$ cat src/rtl/vec_pkg.sv
// Shared types and constants for the vector store sequencer.
// Optional lane-mask skipping is enabled with VEC_STORE_LANE_MASK_EN.
package vec_pkg;
    localparam int LANES       = 4;
    localparam int DATA_W      = 32;
    localparam int LANE_STRIDE = 4;

    typedef enum logic {S_IDLE, S_WRITE} seq_state_t;

    typedef logic [1:0] lane_idx_t;
endpackage

$ cat src/rtl/next_lane_sel.sv
// Priority finder: lowest set mask bit at or above start, plus a flag when none remain.
module next_lane_sel
    import vec_pkg::*;
(
    input  logic [LANES-1:0] mask,
    input  lane_idx_t        start,
    output lane_idx_t        next_idx,
    output logic             none_left
);

    // Scanning downward leaves the lowest qualifying lane as the final assignment.
    always_comb begin
        next_idx  = '0;
        none_left = 1'b1;
        for (int i = LANES - 1; i >= 0; i--) begin
            if (mask[i] && (i >= int'(start))) begin
                next_idx  = lane_idx_t'(i);
                none_left = 1'b0;
            end
        end
    end

endmodule

$ cat src/rtl/vec_store_sequencer.sv
// Serialises a captured 4-lane store onto a one-word memory write port, stalling the pipeline meanwhile.
// Define VEC_STORE_LANE_MASK_EN to skip lanes whose lane_mask bit is clear.
module vec_store_sequencer #(
    parameter int DATA_W = 32,
    parameter int ADDR_W = 32,
    parameter int LANES  = 4
) (
    input  logic                    clk,
    input  logic                    reset,
    input  logic                    mem_write_req,
    input  logic                    vec_sel,
    input  logic [ADDR_W-1:0]       base_addr,
    input  logic [LANES*DATA_W-1:0] lane_data,
    input  logic [LANES-1:0]        lane_mask,
    input  logic                    mem_ready,
    output logic                    mem_we,
    output logic [ADDR_W-1:0]       mem_addr,
    output logic [DATA_W-1:0]       mem_wdata,
    output logic                    stop,
    output logic                    busy,
    output logic                    done
);
    import vec_pkg::*;

    seq_state_t              state_q, state_d;
    lane_idx_t               lane_idx_q, lane_idx_d;
    logic [ADDR_W-1:0]       base_q, base_d;
    logic [LANES*DATA_W-1:0] data_q, data_d;
    logic [LANES-1:0]        rem_q, rem_d;
    logic                    done_q, done_d;

    logic [LANES-1:0]        req_mask;
    logic [LANES-1:0]        sel_mask;
    logic [LANES-1:0]        cur_bit;
    lane_idx_t               sel_start;
    lane_idx_t               sel_next;
    logic                    sel_none;

`ifdef VEC_STORE_LANE_MASK_EN
    assign req_mask = (vec_sel ? {LANES{1'b1}} : LANES'(1)) & lane_mask;
`else
    logic unused_lane_mask;
    assign unused_lane_mask = ^lane_mask;
    assign req_mask = vec_sel ? {LANES{1'b1}} : LANES'(1);
`endif

    assign cur_bit = LANES'(1) << lane_idx_q;

    next_lane_sel u_next_lane_sel (
        .mask      (sel_mask),
        .start     (sel_start),
        .next_idx  (sel_next),
        .none_left (sel_none)
    );

    // rem_q tracks lanes still owed a beat; the finder picks the first from it.
    always_comb begin
        state_d    = state_q;
        lane_idx_d = lane_idx_q;
        base_d     = base_q;
        data_d     = data_q;
        rem_d      = rem_q;
        done_d     = 1'b0;
        sel_mask   = rem_q & ~cur_bit;
        sel_start  = lane_idx_q;
        case (state_q)
            S_IDLE: begin
                sel_mask  = req_mask;
                sel_start = '0;
                if (mem_write_req) begin
                    base_d     = base_addr;
                    data_d     = lane_data;
                    rem_d      = req_mask;
                    lane_idx_d = sel_next;
                    if (sel_none) begin
                        done_d = 1'b1;
                    end else begin
                        state_d = S_WRITE;
                    end
                end
            end
            S_WRITE: begin
                if (mem_ready) begin
                    rem_d = sel_mask;
                    if (sel_none) begin
                        state_d    = S_IDLE;
                        lane_idx_d = '0;
                        done_d     = 1'b1;
                    end else begin
                        lane_idx_d = sel_next;
                    end
                end
            end
            default: begin
                state_d = S_IDLE;
            end
        endcase
    end

    always_ff @(posedge clk or posedge reset) begin
        if (reset) begin
            state_q    <= S_IDLE;
            lane_idx_q <= '0;
            base_q     <= '0;
            data_q     <= '0;
            rem_q      <= '0;
            done_q     <= 1'b0;
        end else begin
            state_q    <= state_d;
            lane_idx_q <= lane_idx_d;
            base_q     <= base_d;
            data_q     <= data_d;
            rem_q      <= rem_d;
            done_q     <= done_d;
        end
    end

    assign mem_we    = (state_q == S_WRITE);
    assign stop      = (state_q == S_WRITE);
    assign busy      = (state_q == S_WRITE);
    assign done      = done_q;
    assign mem_addr  = mem_we ? base_q + ADDR_W'(LANE_STRIDE * int'(lane_idx_q)) : '0;
    assign mem_wdata = mem_we ? data_q[int'(lane_idx_q)*DATA_W +: DATA_W] : '0;

endmodule

$ cat config.mk
export PLATFORM = sky130hd
export DESIGN_NAME = vec_store_sequencer
export DESIGN_NICKNAME = d
export VERILOG_FILES = /design/src/rtl/vec_pkg.sv /design/src/rtl/next_lane_sel.sv /design/src/rtl/vec_store_sequencer.sv
export SDC_FILE = /design/constraint.sdc
export NUM_CORES = 1
export LEC_CHECK = 0
export CORE_ASPECT_RATIO = 1.5
export CORE_MARGIN = 1
export CORE_UTILIZATION = 49
export CTS_BUF_LIST = sky130_fd_sc_hd__clkbuf_4 sky130_fd_sc_hd__clkbuf_8
export DETAILED_ROUTE_END_ITERATION = 16
export HOLD_SLACK_MARGIN = 0.02
export PLACE_DENSITY_LB_ADDON = 0.3
export SLEW_MARGIN = 20
export SYNTH_ARGS = -nofsm -noshare
export SYNTH_HDL_FRONTEND = slang
export SYNTH_SLANG_ARGS = --single-unit
$ cat constraint.sdc
create_clock -name clk -period 8.15 [get_ports clk]
set_clock_uncertainty 0.05 [all_clocks]
set_input_delay 2.0375 -clock clk [delete_from_list [all_inputs] [get_ports clk]]
set_output_delay 2.0375 -clock clk [all_outputs]
set_load 0.1 [all_outputs]
==> flow_summary.yaml <==
detailed_routing:
  drtIter0Drc: 433
  ant_nets: 0
  drt_wl_total_microns: 20400
  firstDrtPassIters: 4
  remaining_drc_errors: 0
  vias: 6927
  via_per_inst: 5.16
  avgRoutedWirePerCell_microns: 15.2
worst_setup_path:
  ff2ff_setup_slack_ns: 4.98
  cp-endpoint: "mem_addr[19]"
  path_cells: "buf_4, ha_1, a21o_1, nand4_1, or4_1, a21oi_1, clkdlybuf4s50_1"
  cp_slowest_cell: "clkdlybuf4s50_1"
  criticalPathCategory: "flop to output pin"
  endpoint_kind: "output pin"
  critPathMaxFanout: 42
  arrival_ns: 4.26
  reg2reg_depth: 5
  r2r-start: "busy"
  required_ns: 6.06
  start_kind: "flop"
  reg2reg_to: "rem_q[1]"
  crit_path_start: "lane_idx_q[1]"
  worst_path_largest_cell_delay_ns: 1.19
yosys:
  avgSynthCellArea_sq_um: 8.80
  ys_seq_area_share_pct: 51.3
  synth_cell_type_count: 45
  syn-cell-area_sq_um: 8140
  synthesis.nets: 1097
  synth_edf_count: 0
  yosys_register_bits: 167
  ys.flop_type: "dfrtp_1"
  yosysWarnings: 0
  syn_inst: 925
  async_flop_share_pct: 100
final_layout:
  diodes: 0
  layoutNonFillerInstCount: 1343
  fin_nets: 1297
  layout-drive-gt1-share_pct: 7.21
  syn2layout_area_growth_pct: 34.1
  stdcell_area_sq_um: 10900
  final_cell_mix: "487 x nand2_1, 232 x clkdlybuf4s50_1, 164 x dfrtp_1"
  final_common_cell: "nand2_1"
clock_network:
  cts.root.buffer_cell: "clkbuf_8"
  cts_max_level: 4
  cts_buffer_depth: 2
  numCtsBuffers: 17
  cts_hold_buffers: 0
  clock_latency_ns: 0.44
  post_cts.repair.setup_buffers: 0
  cts_tree: "built"
  numClockSinks: 167
  ctsResizeCount: 0
  clk_pin_slew_ns: 0.08
placed_design:
  dp.final_hpwl_microns: 13800
  port_buffers: 232
  dp.cells: 1312
  gp_congestion: 0.890
  pre_cts_ws_ns: 2.23
  placed_area_sq_um: 10500
global_routing:
  grt_pass1_wl_microns: 34200
  antenna_found_initial: 0
  track_usage_pct: 25.6
  grt_start_max_net_pins: 112
  grt_remaining_overflow: 0
  grt_pass1_vias: 7038
floorplan:
  die_area_sq_um: 17100
  rows: 57
  die_h_microns: 160
  core-area_sq_um: 16200
  fp.dieW_microns: 107
  io-pin-count: 237
  start_util_pct: 50.3
timing:
  setup_tns_ns: 0
  fin_crit_ns: 6.35
  max_slew_margin_pct: 27.5
  period_share_pct: 77.9
  fin_ws_ns: 1.80
  rsz0062_at_grt: "no"
  finalHoldViolations: 0
  max_freq_mhz: 157
  worst_pin_slew_ns: 1.08
  setup_viol: 0
  slew_violations: 0
run:
  maxCapViolCount: 0
hold_path:
  hp-class: "flop to flop"
run_status:
  outcome: "complete, no violations"
## synthesized netlist by cell type (all sizes together), types with 2 or more instances
| cell | n | area share (%) |
|---|---|---|
| clkbuf | 43 | 2.0 |
| o21ai | 11 | 0.68 |
| o211ai | 2 | 0.18 |
| o31ai | 12 | 1.1 |
| a31oi | 2 | 0.15 |
| inv | 6 | 0.28 |
| nand4 | 10 | 0.85 |
| or3 | 6 | 0.49 |
| nor4 | 2 | 0.15 |
| nand3 | 10 | 0.61 |
| mux4 | 32 | 8.9 |
| xnor2 | 4 | 0.43 |
| or4 | 13 | 1.2 |
| mux2i | 2 | 0.25 |
| and4 | 2 | 0.23 |
| nor2b | 2 | 0.15 |
| o21a | 4 | 0.37 |
| buf | 13 | 0.92 |
| and3 | 2 | 0.15 |
| ha | 2 | 0.31 |
| a21oi | 18 | 1.1 |
| dfrtp | 167 | 51 |
| nand2b | 3 | 0.23 |
| nand2 | 487 | 22 |
| nor2 | 12 | 0.55 |
| and2 | 38 | 2.9 |
| xor2 | 6 | 0.65 |
| nor3 | 4 | 0.25 |
| a21o | 2 | 0.18 |
## critical path, delay by kind of cell, from the launching register on
kind | cells | cell delay, ns
buf+inv | 2 | 1.68
simple gates | 2 | 1.11
flops | 1 | 0.35
fa+ha+maj | 1 | 0.24
compound gates | 2 | 0.44
## worst min-delay path by stage
stage | depth (start not counted) | to | slack [ns] | startpoint
global route | 2 | data_q[113] | 0.45 | data_q[113]
finish | 2 | data_q[111] | 0.42 | data_q[111]
detailed placement | 2 | data_q[100] | 0.41 | data_q[100]
CTS | 2 | data_q[76] | 0.43 | data_q[76]
global placement | 2 | base_q[1] | 0.40 | base_q[1]
floorplan | 2 | base_q[0] | 0.39 | base_q[0]
## routing by layer
layer	vias up	track usage, %	part of all wire [%]
met5	-	0	0
met4	0	12.7	3.9
met3	45	5.63	5.6
met2	230	42.4	51
met1	3263	31.5	40
li1	3389	-	-
## metrics by stage
| stage | utilization (%) | hold WS [ns] |
|---|---|---|
| floorplan | - | 0.388 |
| global placement | 65.1 | 0.401 |
| detailed placement | 65.1 | 0.408 |
| CTS | 67.4 | 0.429 |
| global route | 67.4 | 0.448 |
| finish | 67.4 | 0.424 |
## sequential cells by signal (all words and copies together), names as in the netlist
signal / count
rem_q: 3
done: 1
base_q: 32
lane_idx_q: 2
data_q: 128
busy: 1
## area by class of cell
| class | instances | area [sq um] |
|---|---|---|
| timing repair buffer | 238 | 2370 |
| fill | 1333 | 5280 |
| multi-input combinational | 694 | 3700 |
| clock buffer | 20 | 263 |
| inverter | 7 | 33.8 |
| tap | 206 | 258 |
| sequential | 167 | 4180 |
| clock inverter | 11 | 103 |
## cell families after synthesis
group	Yosys count	synth area share, %
AOI/OAI and AO/OA	54	4.10
xor gates and xnor gates	10	1.08
adders and majority gates	3	0.553
buffers and inverters	64	3.34
DFF	167	51.3
muxes	34	9.10
and+or+nand+nor	593	30.5
Power is left out: the tool's default activity adds up to more than one toggle a clock period on the data nets, which glitch-free logic cannot reach.
==> patch 1 (same settings) <==
The parameter `ADDR_W` goes from 32 to 24.
--- a/src/rtl/vec_store_sequencer.sv
+++ b/src/rtl/vec_store_sequencer.sv
@@ -4,3 +4,3 @@
     parameter int DATA_W = 32,
-    parameter int ADDR_W = 32,
+    parameter int ADDR_W = 24,
     parameter int LANES  = 4
Interface: changed (resized base_addr and mem_addr); port bits go from 237 to 221. No check against the original RTL was run, so the function may have changed too.
==> patch 1 against the unedited design <==
Setup slack improved by 0.25 ns. Sequential cell count fell by 8. Critical path type unchanged. Hold slack lost 0.0026 ns. Area after synthesis is 7.1% lower. Via count is 8.2% lower. Design area is 6.1% lower. Maximum frequency is 4.1% higher. Count of clock-buffer cells in the layout shrank 1. Routed wire length fell by 9.2%. Critical endpoint is now mem_addr[23].
Power is not shown: default switching activity piles up to over one toggle a cycle in this logic, so the estimate is an artifact.
==> patch 1: results (changes against the unedited design) <==
Synth Area in XOR/XNOR = 0.0116 (+0.000828)
CP max FO = 40 (-4.8%)
Input/output buffers = 216 (-6.9%)
CTS Root Cell = clkbuf_8
Synth Area in Compound Gates = 0.0278 (-0.0132)
Cell variety after synth = 43 (-4.4%)
Synth area leaders = dfrtp_1, nand2_1, mux4_2
Post-synthesis adder-cell area fraction = 0.00596 (+0.000426)
End of the critical path = mem_addr[23]
Fraction of layout cells with a size suffix above 1 = 0.0759 (+0.00378)
Seq/Total Area, Yosys = 0.526 (+0.0130)
Synth Net Count = 1016 (-7.4%)
Slew at the pin closest to its max-slew limit = 1.03 ns (-0.0551 ns)
Tot GR Track Use = 0.248 (-0.00875)
Syn Inst Count = 852 (-7.9%)
Result of the run = completed
Total number of vias = 6360 (-8.2%)
Cell Count, Final, Fillers Out = 1253 (-6.7%)
Cells after DPL = 1222 (-6.9%)
HPWL Detailed = 12.4 mm (-9.9%)
Crit path DAT = 4.02 ns (-0.24 ns)
Reg2reg end = data_q[56]
Fmax = 164 MHz (+4.1%)
DR iter-0 viols = 253 (-42%)
Largest regs = data_q (128), base_q (24), rem_q (3)
Post-Route WL = 18.5 mm (-9.2%)
Gpl congestion = 0.778 (-13%)
Largest net degree at the start of global routing = 86 (-23%)
Number of global-route vias before repair = 6324 (-10%)
Mux cell area share after synthesis = 0.0967 (+0.00568)
Reg2Reg Setup Slack = 5.45 ns (+0.47 ns)
First-pass GRT wire length = 30.2 mm (-12%)
FF-to-FF path depth = 5 (unchanged)
Post-synth top cells = nand2_1, dfrtp_1, clkbuf_1
Setup Slack @ Placement = 2.51 ns (+0.283 ns)
==> patch 1: cell types whose count changed after synthesis, sizes merged, moves of 2 or more <==
cell / before / now
o211ai: 2 / 0
or4: 13 / 4
a21oi: 18 / 14
o21ai: 11 / 14
nand2: 487 / 464
o31ai: 12 / 2
nand3: 10 / 7
nor3: 4 / 1
clkbuf: 43 / 41
buf: 13 / 11
dfrtp: 167 / 159
nor2: 12 / 14
o21a: 4 / 1
nand4: 10 / 5
==> patch 1: area by class of cell <==
| cell class | instances | area [sq um] |
|---|---|---|
| clock buffers | 19 | 255 |
| multi-input cells | 634 | 3350 |
| repair buffers | 223 | 2210 |
| flip-flops and latches | 159 | 3980 |
| inverters | 7 | 31.3 |
| clock inverters | 12 | 159 |
| well taps | 199 | 249 |
| fillers | 1216 | 4830 |
==> patch 1: routing by layer <==
layer	track usage	wire length, um	up-vias
li1	-	-	3095
met1	0.304	7490	3032
met2	0.422	9550	195
met3	0.0482	1010	38
met4	0.0986	483	0
met5	0	0	-
==> patch 1: cells by family after synthesis <==
logic type	count (synthesis)
simple gates	551
flops	159
buf+inv	59
compound gates	37
mux	33
xor+xnor	10
fa+ha+maj	3
==> patch 1: worst min path at each step <==
stage / start / to / slack, ns / cells after the start
after floorplan: base_q[0] / base_q[0] / 0.39 / 2
after global placement: data_q[75] / data_q[75] / 0.40 / 2
after detailed placement: data_q[68] / data_q[68] / 0.41 / 2
after CTS: data_q[68] / data_q[68] / 0.43 / 2
after global routing: data_q[85] / data_q[85] / 0.45 / 2
final: data_q[92] / data_q[92] / 0.42 / 2
==> patch 1: stage by stage <==
| stage | cell area [sq um] | utilization |
|---|---|---|
| 2_1_floorplan | 7560 | - |
| 3_3_place_gp | 9830 | 0.652 |
| 3_5_place_dp | 9830 | 0.652 |
| 4_1_cts | 10200 | 0.680 |
| 5_1_grt | 10200 | 0.680 |
| 6_report | 10200 | 0.680 |
==> patch 1: critical path, cell delays in order (launching register included) <==
cell,delay (ns)
dfrtp_2,0.38
buf_4,0.50
ha_1,0.25
a21oi_1,0.10
or4_4,0.57
or4_1,0.49
a21oi_1,0.15
clkdlybuf4s50_1,1.15
==> patch 2 (config.mk and constraints unchanged) <==
Without the edit above. Take the reset off `data_q` and load it in a clocked block of its own.
--- a/src/rtl/vec_store_sequencer.sv
+++ b/src/rtl/vec_store_sequencer.sv
@@ -104,3 +104,2 @@
             base_q     <= '0;
-            data_q     <= '0;
             rem_q      <= '0;
@@ -111,3 +110,2 @@
             base_q     <= base_d;
-            data_q     <= data_d;
             rem_q      <= rem_d;
@@ -115,2 +113,6 @@
         end
+    end
+
+    always_ff @(posedge clk) begin
+        data_q <= data_d;
     end
Check against the original RTL: no difference found for any inputs over 4 cycles, from zero or initial values and one cycle with reset high; that may be too few to reach the edited logic, so the function may still have changed.
==> patch 2 against the unedited design <==
Sequential cell count is the same. Area after synthesis shrank 11%. Synthesized cell count shrank 51%. Setup slack lost 0.021 ns. Routed wire length shrank 21%. Design area shrank 7.2%. Highest routed layer unchanged.
Power is left out: the tool's default activity adds up to more than one toggle a clock period on the data nets, which glitch-free logic cannot reach.
==> patch 2: results (changes against the unedited design) <==
Critical Path End Type = output port
R2r startpoint = busy
Number of global-route vias before repair = 4997 (-29%)
Drt drc = 0 (unchanged)
Reg2Reg Setup Slack = 5.10 ns (+0.12 ns)
Async SR Flop Fraction = 0.234 (-0.766)
End of the critical path = mem_addr[30]
Critical-path top delay cell = clkdlybuf4s50_1
Input/output buffers = 232 (unchanged)
Largest regs = data_q (128), base_q (32), rem_q (3)
CP max FO = 40 (-4.8%)
DR iter-0 viols = 227 (-48%)
Seq/Total Area, Yosys = 0.665 (+0.152)
Setup Slack @ Placement = 2.26 ns (+0.0347 ns)
HPWL Detailed = 11.6 mm (-15%)
Post-synth top cells = edfxtp_1, and2_1, dfrtp_1
Post-CTS sizing = 0 (unchanged)
Worst skew pair latency = 0.43 ns
Synth warnings = 0 (unchanged)
Fraction of layout cells with a size suffix above 1 = 0.156 (+0.0835)
Largest net degree at the start of global routing = 68 (-39%)
Clock transition at the registers of the reported paths = 0.10 ns (+0.02 ns)
N_diodes = 0 (unchanged)
Fill cells = 984 (-26%)
Via/cell ratio = 5.41 (+4.9%)
Tot GR Track Use = 0.218 (-0.0383)
Cells on Worst Hold Path = 1 (-1)
Cell variety after synth = 44 (-2.2%)
Synth Net Count = 625 (-43%)
CTS buffer count = 17 (unchanged)
Critical path origin = lane_idx_q[1]
Tcrit/Tclk final = 0.782 (+0.00255)
Headroom to the max-slew limit = 0.315 (+0.0403)
Crit path DAT = 4.29 ns (+0.03 ns)
Hold path startpoint = base_q[0]
Synth area leaders = edfxtp_1, dfrtp_1, mux4_2
Max stage delay on crit path = 1.16 ns (-0.03 ns)
Post-Route WL = 16.2 mm (-21%)
Reg2reg end = rem_q[1]
First-pass GRT wire length = 24.8 mm (-28%)
Dpl cell area = 9710 sq um (-7.9%)
Gpl congestion = 0.799 (-10%)
Cell family with most CP delay = buffers and inverters
Number of antenna violations at the first check in global routing = 0 (unchanged)
Result of the run = completed
EDFF count, synth = 128 (+128)
H-Tree Depth = 4 (unchanged)
Final #Nets = 853 (-34%)
## patch 2: changes by cell type after synthesis, sizes merged, moves of 3 or more
cell | unedited run | this run
buf | 13 | 16
clkbuf | 43 | 12
dfrtp | 167 | 39
edfxtp | 0 | 128
mux2 | 0 | 30
nand2 | 487 | 17
o21a | 4 | 1
o21ai | 11 | 15
o31ai | 12 | 8
or4 | 13 | 8
## patch 2: area by class of cell
type / count / area, sq um / share of cell area
multi-input combinational: 250 / 2250 / 0.222
sequential: 167 / 4820 / 0.477
timing repair buffer: 237 / 2360 / 0.233
clock inverter: 15 / 176 / 0.0174
clock buffer: 17 / 234 / 0.0231
tap: 196 / 245 / 0.0242
inverter: 8 / 30.0 / 0.00297
## patch 2: routing by layer
| metal | share of wire | track usage | up-vias |
|---|---|---|---|
| li1 | - | - | 2209 |
| met1 | 0.35 | 0.237 | 2350 |
| met2 | 0.55 | 0.397 | 221 |
| met3 | 0.072 | 0.0609 | 35 |
| met4 | 0.024 | 0.0855 | 0 |
| met5 | 0 | 0 | - |
## patch 2: per-stage QoR
step,utilization,std cells
detailed placement,0.668,858
finish,0.697,890
global route,0.697,890
floorplan,-,453
global placement,0.668,858
CTS,0.697,890
## patch 2: kinds of logic after synthesis
kind of cell | count (synthesis) | share of synthesized area
xor+xnor | 11 | 0.0133
fa+ha+maj | 3 | 0.00622
simple gates | 121 | 0.0988
mux | 65 | 0.150
compound gates | 50 | 0.0411
flops | 167 | 0.665
buf+inv | 36 | 0.0250
## patch 2: worst min-delay path by stage
| stage | end | slack, ns |
|---|---|---|
| global placement | base_q[0] | 0.44 |
| finish | base_q[0] | 0.46 |
| global route | base_q[0] | 0.50 |
| CTS | base_q[0] | 0.47 |
| detailed placement | base_q[0] | 0.45 |
| floorplan | base_q[0] | 0.42 |
